--- src/rtl/brick_mem_arbiter.sv ---
// rtl/brick_mem_arbiter.sv - brick health memory arbiter serving hit, probe and draw requesters
// Optional feature: define ARB_ROUND_ROBIN_EN for round-robin probe/draw arbitration.
module brick_mem_arbiter #(
    parameter int COLS         = 20,
    parameter int ROWS         = 8,
    parameter int TOTAL_BRICKS = 160
) (
    input  logic       clk,
    input  logic       resetn,
    input  logic       probe_req,
    input  logic [9:0] probe_x,
    input  logic [9:0] probe_y,
    output logic       probe_ack,
    input  logic       draw_req,
    input  logic [9:0] draw_x,
    input  logic [9:0] draw_y,
    output logic       draw_ack,
    output logic [1:0] rd_health,
    input  logic       hit_req,
    input  logic [9:0] hit_x,
    input  logic [9:0] hit_y,
    output logic       hit_ack,
    output logic [7:0] mem_addr,
    input  logic [1:0] mem_rdata,
    output logic [1:0] mem_wdata,
    output logic       mem_we,
    output logic [7:0] bricks_left,
    output logic       all_cleared
);

    typedef enum logic [1:0] {ST_IDLE, ST_READ, ST_RESP, ST_WRITE} state_t;
    typedef enum logic [1:0] {SRC_PROBE, SRC_DRAW, SRC_HIT} src_t;

    state_t     state_q, state_d;
    src_t       src_q, src_d;
    logic [7:0] addr_q, addr_d;
    logic       in_range_q, in_range_d;
    logic [1:0] health_q, health_d;
    logic [7:0] bricks_q, bricks_d;
`ifdef ARB_ROUND_ROBIN_EN
    logic       rr_last_draw_q, rr_last_draw_d;
`endif

    logic       pick_probe;
    logic       pick_draw;
    logic [4:0] sel_col;
    logic [5:0] sel_row;
    logic       sel_in_range;

    // Pixel bits below the brick size only locate a pixel inside a brick.
    logic unused_pixel_bits;
    assign unused_pixel_bits = ^{probe_x[4:0], probe_y[3:0], draw_x[4:0], draw_y[3:0],
                                 hit_x[4:0], hit_y[3:0]};

    function automatic logic [7:0] brick_addr(input logic [4:0] col, input logic [5:0] row);
        return 8'(32'(row) * COLS + 32'(col));
    endfunction

    function automatic logic brick_in_range(input logic [4:0] col, input logic [5:0] row);
        return (32'(col) < COLS) && (32'(row) < ROWS);
    endfunction

    // Requester selection: hit always wins, then probe versus draw.
    always_comb begin
        pick_probe = 1'b0;
        pick_draw  = 1'b0;
        if (!hit_req) begin
`ifdef ARB_ROUND_ROBIN_EN
            if (probe_req && draw_req) begin
                pick_probe = rr_last_draw_q;
                pick_draw  = !rr_last_draw_q;
            end else begin
                pick_probe = probe_req;
                pick_draw  = draw_req;
            end
`else
            pick_probe = probe_req;
            pick_draw  = draw_req && !probe_req;
`endif
        end
        if (hit_req) begin
            sel_col = hit_x[9:5];
            sel_row = hit_y[9:4];
        end else if (pick_probe) begin
            sel_col = probe_x[9:5];
            sel_row = probe_y[9:4];
        end else begin
            sel_col = draw_x[9:5];
            sel_row = draw_y[9:4];
        end
        sel_in_range = brick_in_range(sel_col, sel_row);
    end

    // Next-state logic: grant in IDLE, read, capture health, optional write-back.
    always_comb begin
        state_d    = state_q;
        src_d      = src_q;
        addr_d     = addr_q;
        in_range_d = in_range_q;
        health_d   = health_q;
        bricks_d   = bricks_q;
`ifdef ARB_ROUND_ROBIN_EN
        rr_last_draw_d = rr_last_draw_q;
`endif
        case (state_q)
            ST_IDLE: begin
                if (hit_req || pick_probe || pick_draw) begin
                    state_d    = ST_READ;
                    src_d      = hit_req ? SRC_HIT : (pick_probe ? SRC_PROBE : SRC_DRAW);
                    in_range_d = sel_in_range;
                    addr_d     = sel_in_range ? brick_addr(sel_col, sel_row) : 8'd0;
`ifdef ARB_ROUND_ROBIN_EN
                    if (!hit_req) begin
                        rr_last_draw_d = pick_draw;
                    end
`endif
                end
            end
            ST_READ: begin
                state_d = ST_RESP;
            end
            ST_RESP: begin
                if (src_q == SRC_HIT) begin
                    health_d = in_range_q ? mem_rdata : 2'd0;
                    state_d  = ST_WRITE;
                end else begin
                    state_d = ST_IDLE;
                end
            end
            ST_WRITE: begin
                state_d = ST_IDLE;
                // Health 1 -> 0 destroys the brick; the counter never wraps below zero.
                if (in_range_q && health_q == 2'd1 && bricks_q != 8'd0) begin
                    bricks_d = bricks_q - 8'd1;
                end
            end
            default: begin
                state_d = ST_IDLE;
            end
        endcase
    end

    // Outputs decode from the current state so reset silences them immediately.
    always_comb begin
        mem_addr  = 8'd0;
        probe_ack = 1'b0;
        draw_ack  = 1'b0;
        hit_ack   = 1'b0;
        rd_health = 2'd0;
        mem_we    = 1'b0;
        mem_wdata = 2'd0;
        case (state_q)
            ST_READ: begin
                mem_addr = addr_q;
            end
            ST_RESP: begin
                if (src_q == SRC_PROBE) begin
                    probe_ack = 1'b1;
                end
                if (src_q == SRC_DRAW) begin
                    draw_ack = 1'b1;
                end
                if (src_q != SRC_HIT) begin
                    rd_health = in_range_q ? mem_rdata : 2'd0;
                end
            end
            ST_WRITE: begin
                hit_ack  = 1'b1;
                mem_addr = addr_q;
                if (in_range_q && health_q != 2'd0) begin
                    mem_we    = 1'b1;
                    mem_wdata = health_q - 2'd1;
                end
            end
            default: begin
                mem_addr = 8'd0;
            end
        endcase
        bricks_left = bricks_q;
        all_cleared = (bricks_q == 8'd0);
    end

    // State and datapath registers.
    always_ff @(posedge clk or negedge resetn) begin
        if (!resetn) begin
            state_q    <= ST_IDLE;
            src_q      <= SRC_PROBE;
            addr_q     <= 8'd0;
            in_range_q <= 1'b0;
            health_q   <= 2'd0;
            bricks_q   <= 8'(TOTAL_BRICKS);
`ifdef ARB_ROUND_ROBIN_EN
            rr_last_draw_q <= 1'b1;
`endif
        end else begin
            state_q    <= state_d;
            src_q      <= src_d;
            addr_q     <= addr_d;
            in_range_q <= in_range_d;
            health_q   <= health_d;
            bricks_q   <= bricks_d;
`ifdef ARB_ROUND_ROBIN_EN
            rr_last_draw_q <= rr_last_draw_d;
`endif
        end
    end

endmodule

--- config.mk ---
export PLATFORM = sky130hd
export DESIGN_NAME = brick_mem_arbiter
export DESIGN_NICKNAME = d
export VERILOG_FILES = /design/src/rtl/brick_mem_arbiter.sv
export SDC_FILE = /design/constraint.sdc
export NUM_CORES = 1
export LEC_CHECK = 0
export ABC_CLOCK_PERIOD_IN_PS = 2610
export CAP_MARGIN = 20
export CELL_PAD_IN_SITES_DETAIL_PLACEMENT = 1
export CELL_PAD_IN_SITES_GLOBAL_PLACEMENT = 2
export CORE_MARGIN = 2
export CORE_UTILIZATION = 23
export DETAILED_ROUTE_END_ITERATION = 12
export PLACE_DENSITY = 0.95
export SETUP_SLACK_MARGIN = 0.3
export SYNTH_ARGS = -nofsm -noshare
export SYNTH_HDL_FRONTEND = slang
export SYNTH_SLANG_ARGS = --single-unit
export TNS_END_PERCENT = 100
--- constraint.sdc ---
create_clock -name clk -period 2.61 [get_ports clk]
set_input_delay 0.522 -clock clk [delete_from_list [all_inputs] [get_ports clk]]
set_output_delay 0.522 -clock clk [all_outputs]
set_load 0.05 [all_outputs]
# Word level (Yosys, flattened, before mapping)
# Cells that the tools add are included.
dict set report classes {
  addsub 3
  multipliers 1
  n_lt_le_gt_ge 2
  n_eq_ne 8
  mux 25
  reduce_logical 17
}
# operator count
set ops {}
lappend ops {{two-way mux 2 bit} 8}
lappend ops {{two-way mux 8 bit} 2}
lappend ops {{two-way mux 6 bit} 2}
lappend ops {{two-way mux 1 bit} 10}
lappend ops {{two-way mux 5 bit} 2}
lappend ops {{adder 8 x 5 -> 8 bit} 1}
lappend ops {{zero test 8 bit} 1}
lappend ops {{case mux 2 bit (4 select lines)} 1}
lappend ops {{nonzero test 8 bit} 1}
lappend ops {{subtractor 8 x 1 -> 8 bit (second input constant)} 1}
lappend ops {{equality test 2 x 1 -> 1 bit (second input constant)} 3}
lappend ops {{equality test 2 bit (second input constant)} 3}
lappend ops {{less-than comparator 6 x 4 -> 1 bit (second input constant)} 1}
lappend ops {{multiplier 6 x 3 -> 6 bit (second input constant)} 1}
lappend ops {{AND reduction 2 bit} 3}
lappend ops {{logical AND 1 bit} 5}
lappend ops {{less-than comparator 5 bit (second input constant)} 1}
lappend ops {{zero test 2 bit} 2}
lappend ops {{inequality test 2 bit (second input constant)} 2}
lappend ops {{logical OR 1 bit} 2}
lappend ops {{nonzero test 2 bit} 1}
lappend ops {{OR reduction 2 bit} 1}
lappend ops {{subtractor 2 x 1 -> 2 bit (second input constant)} 1}
lappend ops {{zero test 1 bit} 1}
dict set report totals {
  ff_bits 23
  input_bits 67
  out_inout_bits 25
}

# Depth between registers and ports, before layout
dict set report logic_depth {
  word_depth 6
  depth_mapped 13
  depth_no_buf 11
}

# Worst setup path before layout
# No wires, ideal clock.
dict set report synth_path {
  path_type {input port to flip-flop}
  startpoint {input hit_req}
  endpoint {register addr_q[7]}
  setup_time_ns 0.121
  t_arrival_ns 3.019
  required_ns 2.489
  setup_slack_ns -0.530
  path_stages 11
  n_path_buf 3
  path_cell_list {buf_6 > buf_2 > clkbuf_1 > o21ai_0 > ha_1 > ha_1 > inv_1 > fa_1 > nor3b_1 > xnor3_1 > a22o_1}
}
dict set report synth_between {
  elab_chain_len 6
}
# element line
set synth_rtl {}
lappend synth_rtl {{start, declared} 19} ;# input logic hit_req,
lappend synth_rtl {{two-way mux 1 bit} 67} ;# if (!hit_req) begin
lappend synth_rtl {{two-way mux 6 bit / two-way mux 5 bit (equally long branches)} 84} ;# end else if (pick_probe) begin
lappend synth_rtl {{two-way mux 6 bit / two-way mux 5 bit (equally long branches)} 81} ;# if (hit_req) begin
lappend synth_rtl {{multiplier 6 x 3 -> 6 bit, or another cell as far along} 56} ;# return 8'(32'(row) * COLS + 32'(col));
lappend synth_rtl {{adder 8 x 5 -> 8 bit / logical AND 1 bit (equally long branches)} {56, 60}}
lappend synth_rtl {{two-way mux 8 bit} 111} ;# addr_d = sel_in_range ? brick_addr(sel_col, sel_row) : 8'd0;
lappend synth_rtl {{end signal, assigned} 198} ;# addr_q <= addr_d;
lappend synth_rtl {{end, declared} 36} ;# logic [7:0] addr_q, addr_d;
# Several ways; a longest one is shown, not always the timed one.
# A chain may end at the register's enable or synchronous reset.

# Worst setup path in the final report
dict set report layout_path {
  startpoint {input probe_req}
  endpoint {register addr_q[7]}
}
dict set report layout_between {
  elab_chain_len 6
}
# element line
set layout_rtl {}
lappend layout_rtl {{start, declared} 10} ;# input logic probe_req,
lappend layout_rtl {{two-way mux 1 bit} 67}
lappend layout_rtl {{two-way mux 6 bit / two-way mux 5 bit (equally long branches)} 84}
lappend layout_rtl {{two-way mux 6 bit / two-way mux 5 bit (equally long branches)} 81}
lappend layout_rtl {{multiplier 6 x 3 -> 6 bit, or another cell as far along} 56}
lappend layout_rtl {{adder 8 x 5 -> 8 bit / logical AND 1 bit (equally long branches)} {56, 60}}
lappend layout_rtl {{two-way mux 8 bit} 111}
# Several ways; a longest one is shown, not always the timed one.

==> results by group <==
Placed design
  – Port Buffers: 64
  – Placer Congestion: 0.829
  – Hpwl dp: 3900 µm

Yosys
  – Ys async rst share: 1.00
  – Post-synth EDFFs: 0
  – #FFs+latches synth: 23
  – Mapped Avg Cell Area: 9.90 µm²
  – Most frequent cell after synthesis: dfrtp_1
  – Synth Cell Area: 0.00165 mm²
  – Largest area contributor in the netlist: dfrtp_1
  – Synth warnings: 0
  – Syn Nets: 247
  – Synth cell types: 39
  – Post-synthesis sequential area ratio: 0.349
  – Gate Count Post-Synth: 167
  – Most used DFF post-synth: dfrtp_1
  – Synth top area cells: dfrtp_1 32%, ha_1 8.3%, xnor2_1 5.3%, mux2i_1 4.8%, a22o_1 4.2%
  – Post-synth top cells: 21 x dfrtp_1, 17 x nand2_1, 14 x inv_1, 12 x o21ai_0, 11 x ha_1
  – Synth top area share: 0.318

Timing
  – Worst slew pin tran: 537 ps
  – Crit path time final: 2650 ps
  – TNS Setup: -36.8 ps
  – Fmax: 378 MHz
  – Skew final: 8.31 ps
  – Final Hold Fails: 0
  – Fin crit share: 1.01
  – Final Max Tran Viols: 0
  – Setup Viol. Count Final: 1
  – WHS: 491 ps
  – Slew HR: 0.641
  – Post-route setup slack: -36.8 ps
  – RSZ-0062 raised after global routing: yes

Drt
  – Vias: 1531
  – Routed Antenna Nets: 0
  – First drt pass iteration count: 4
  – DR WL/cell: 13.2 µm
  – DRC violations left: 0
  – Drt via density: 4.35
  – Drt initial violations: 85
  – WL final: 4650 µm

Setup path
  – Largest delay share family, worst path: adder cells
  – Slowest-stage cell, CP: fa_2
  – CP Max Fanout: 2
  – Crit path largest cell delay: 440 ps
  – Crit-path cells: buf_6 -> mux2_4 -> mux2i_4 -> inv_1 -> ha_1 -> ha_2 -> inv_2 -> fa_2 -> nor3b_2 -> xnor3_1 -> a22o_1
  – Crit path kind: in -> reg
  – Worst setup EP type: flip-flop
  – R2r setup slk: 830 ps
  – Crit path buffers/inverters: 3
  – CP required: 2780 ps
  – Crit start category: input port
  – Critical Path AT: 2810 ps

Global routing
  – Vias in the first global route: 1619
  – Antenna violations before repair: 0
  – Grt ovf: 0
  – Global-route wire length before repair: 7660 µm
  – Largest net degree at the start of global routing: 24
  – Total GRT Usage: 0.124

Clock network
  – CTS Buffer Depth: 2
  – Reg clk slew, reported paths: 80 ps
  – Root Buffer: clkbuf_8
  – # hold bufs at CTS: 0
  – Skew-Pair Late Insertion Delay: 270 ps
  – Num CTS Buffers: 3
  – TritonCTS clock tree: yes
  – Sink Count: 23
  – H-tree lvl count: 1

Cells and area
  – Layout cells sized above 1: 0.270
  – FF/Latch Area: 578 µm²
  – Nets: 337
  – Multi-input logic area: 0.00106 mm²
  – Area growth from synthesis to layout: 64.9%
  – Antenna cells: 0
  – Filler instances: 793

Floorplanning
  – Core area: 0.00687 mm²
  – Initial Util: 0.241
  – Site Rows: 30
  – Chip width: 88.8 µm
  – IO Pins: 92
  – Die Ht: 88.8 µm
  – Total die area: 0.00789 mm²

Min path
  – Hold/Removal Path Class: reg -> reg

Power
  – Static leakage: 1.34 nW
  – PD cells: 530 mW/mm²
  – Peak VDD IR: 0.000183 V

Status
  – Failing checks: negative setup slack
  – Outcome: complete, but fails checks

Job
  – MaxCap Viol Count: 0
sequential cells by signal, indices dropped and copies added (netlist names):
signal	flops
in_range_q	1
bricks_left	8
addr_q	8
health_q	2
src_q	2
state_q	2
routing by layer:
layer / up-vias / global-route usage / part of all wire
met1: 730 / 0.151 / 0.42
met5: - / 0 / 0
met4: 0 / 0.0331 / 0.0082
met3: 4 / 0.0187 / 0.048
li1: 749 / - / -
met2: 48 / 0.228 / 0.53
power breakdown:
group,switching [mW],internal (mW),total [mW]
clock network,0.114,0.107,0.221
registers,0.0639,0.427,0.490
logic,0.398,0.337,0.735
cell usage in the layout (no fill, tap or decap), types with 9 or more instances in the layout:
master	netlist	final
and2_1	10	10
buf_4	0	30
clkdlybuf4s50_1	0	39
dfrtp_1	21	21
dlymetal6s2s_1	0	10
ha_1	11	9
inv_1	14	12
nand2_1	17	17
xnor2_1	10	9
metrics by stage:
stage / power, mW / worst slack, ps / utilization / cells / cell area (µm²)
after floorplan: 0.940 / -308 / - / 167 / 1710
after global placement: 1.19 / -758 / 0.379 / 344 / 2600
after detailed placement: 1.22 / -846 / 0.379 / 344 / 2600
after CTS: 1.45 / -80.8 / 0.389 / 351 / 2670
after global routing: 1.54 / -101 / 0.397 / 352 / 2730
final: 1.45 / -36.8 / 0.397 / 352 / 2730
logic make-up after synthesis:
logic type               after synthesis  share of synthesized area
AO/OA/AOI/OAI                         33                      0.148
adder cells (fa/ha/maj)               13                      0.107
buffers and inverters                 20                     0.0552
XOR/XNOR                              12                     0.0719
flip-flops                            23                      0.349
AND/OR/NAND/NOR                       52                      0.162
multiplexers                          14                      0.107
cell type report:
type                       instances  area share
clock buffer                       3      0.0151
sequential                        23       0.212
multi-input combinational        124       0.389
timing repair buffer              91       0.319
clock inverter                     1     0.00183
tap                               96      0.0440
inverter                          14      0.0193
path summary, 6_finish.rpt:
path | cells past startpoint | end | from
worst max-delay path | 11 | addr_q[7] | probe_req
worst min-delay path | 1 | addr_q[6] | addr_q[6]
worst max register to register | 8 | bricks_left[5] | bricks_left[0]
worst min register to register | 1 | addr_q[6] | addr_q[6]
max in group asynchronous | 2 | bricks_left[7] | resetn
min in group asynchronous | 2 | bricks_left[2] | resetn
repair_timing:
| item | CTS | global route |
|---|---|---|
| resized for setup | 24 | 18 |
| setup endpoints to repair | 10 | 12 |
| setup buffers | 3 | 1 |
| gates cloned | 0 | 0 |
| pin swaps | 10 | 3 |
(Power assumes the default switching activity.)
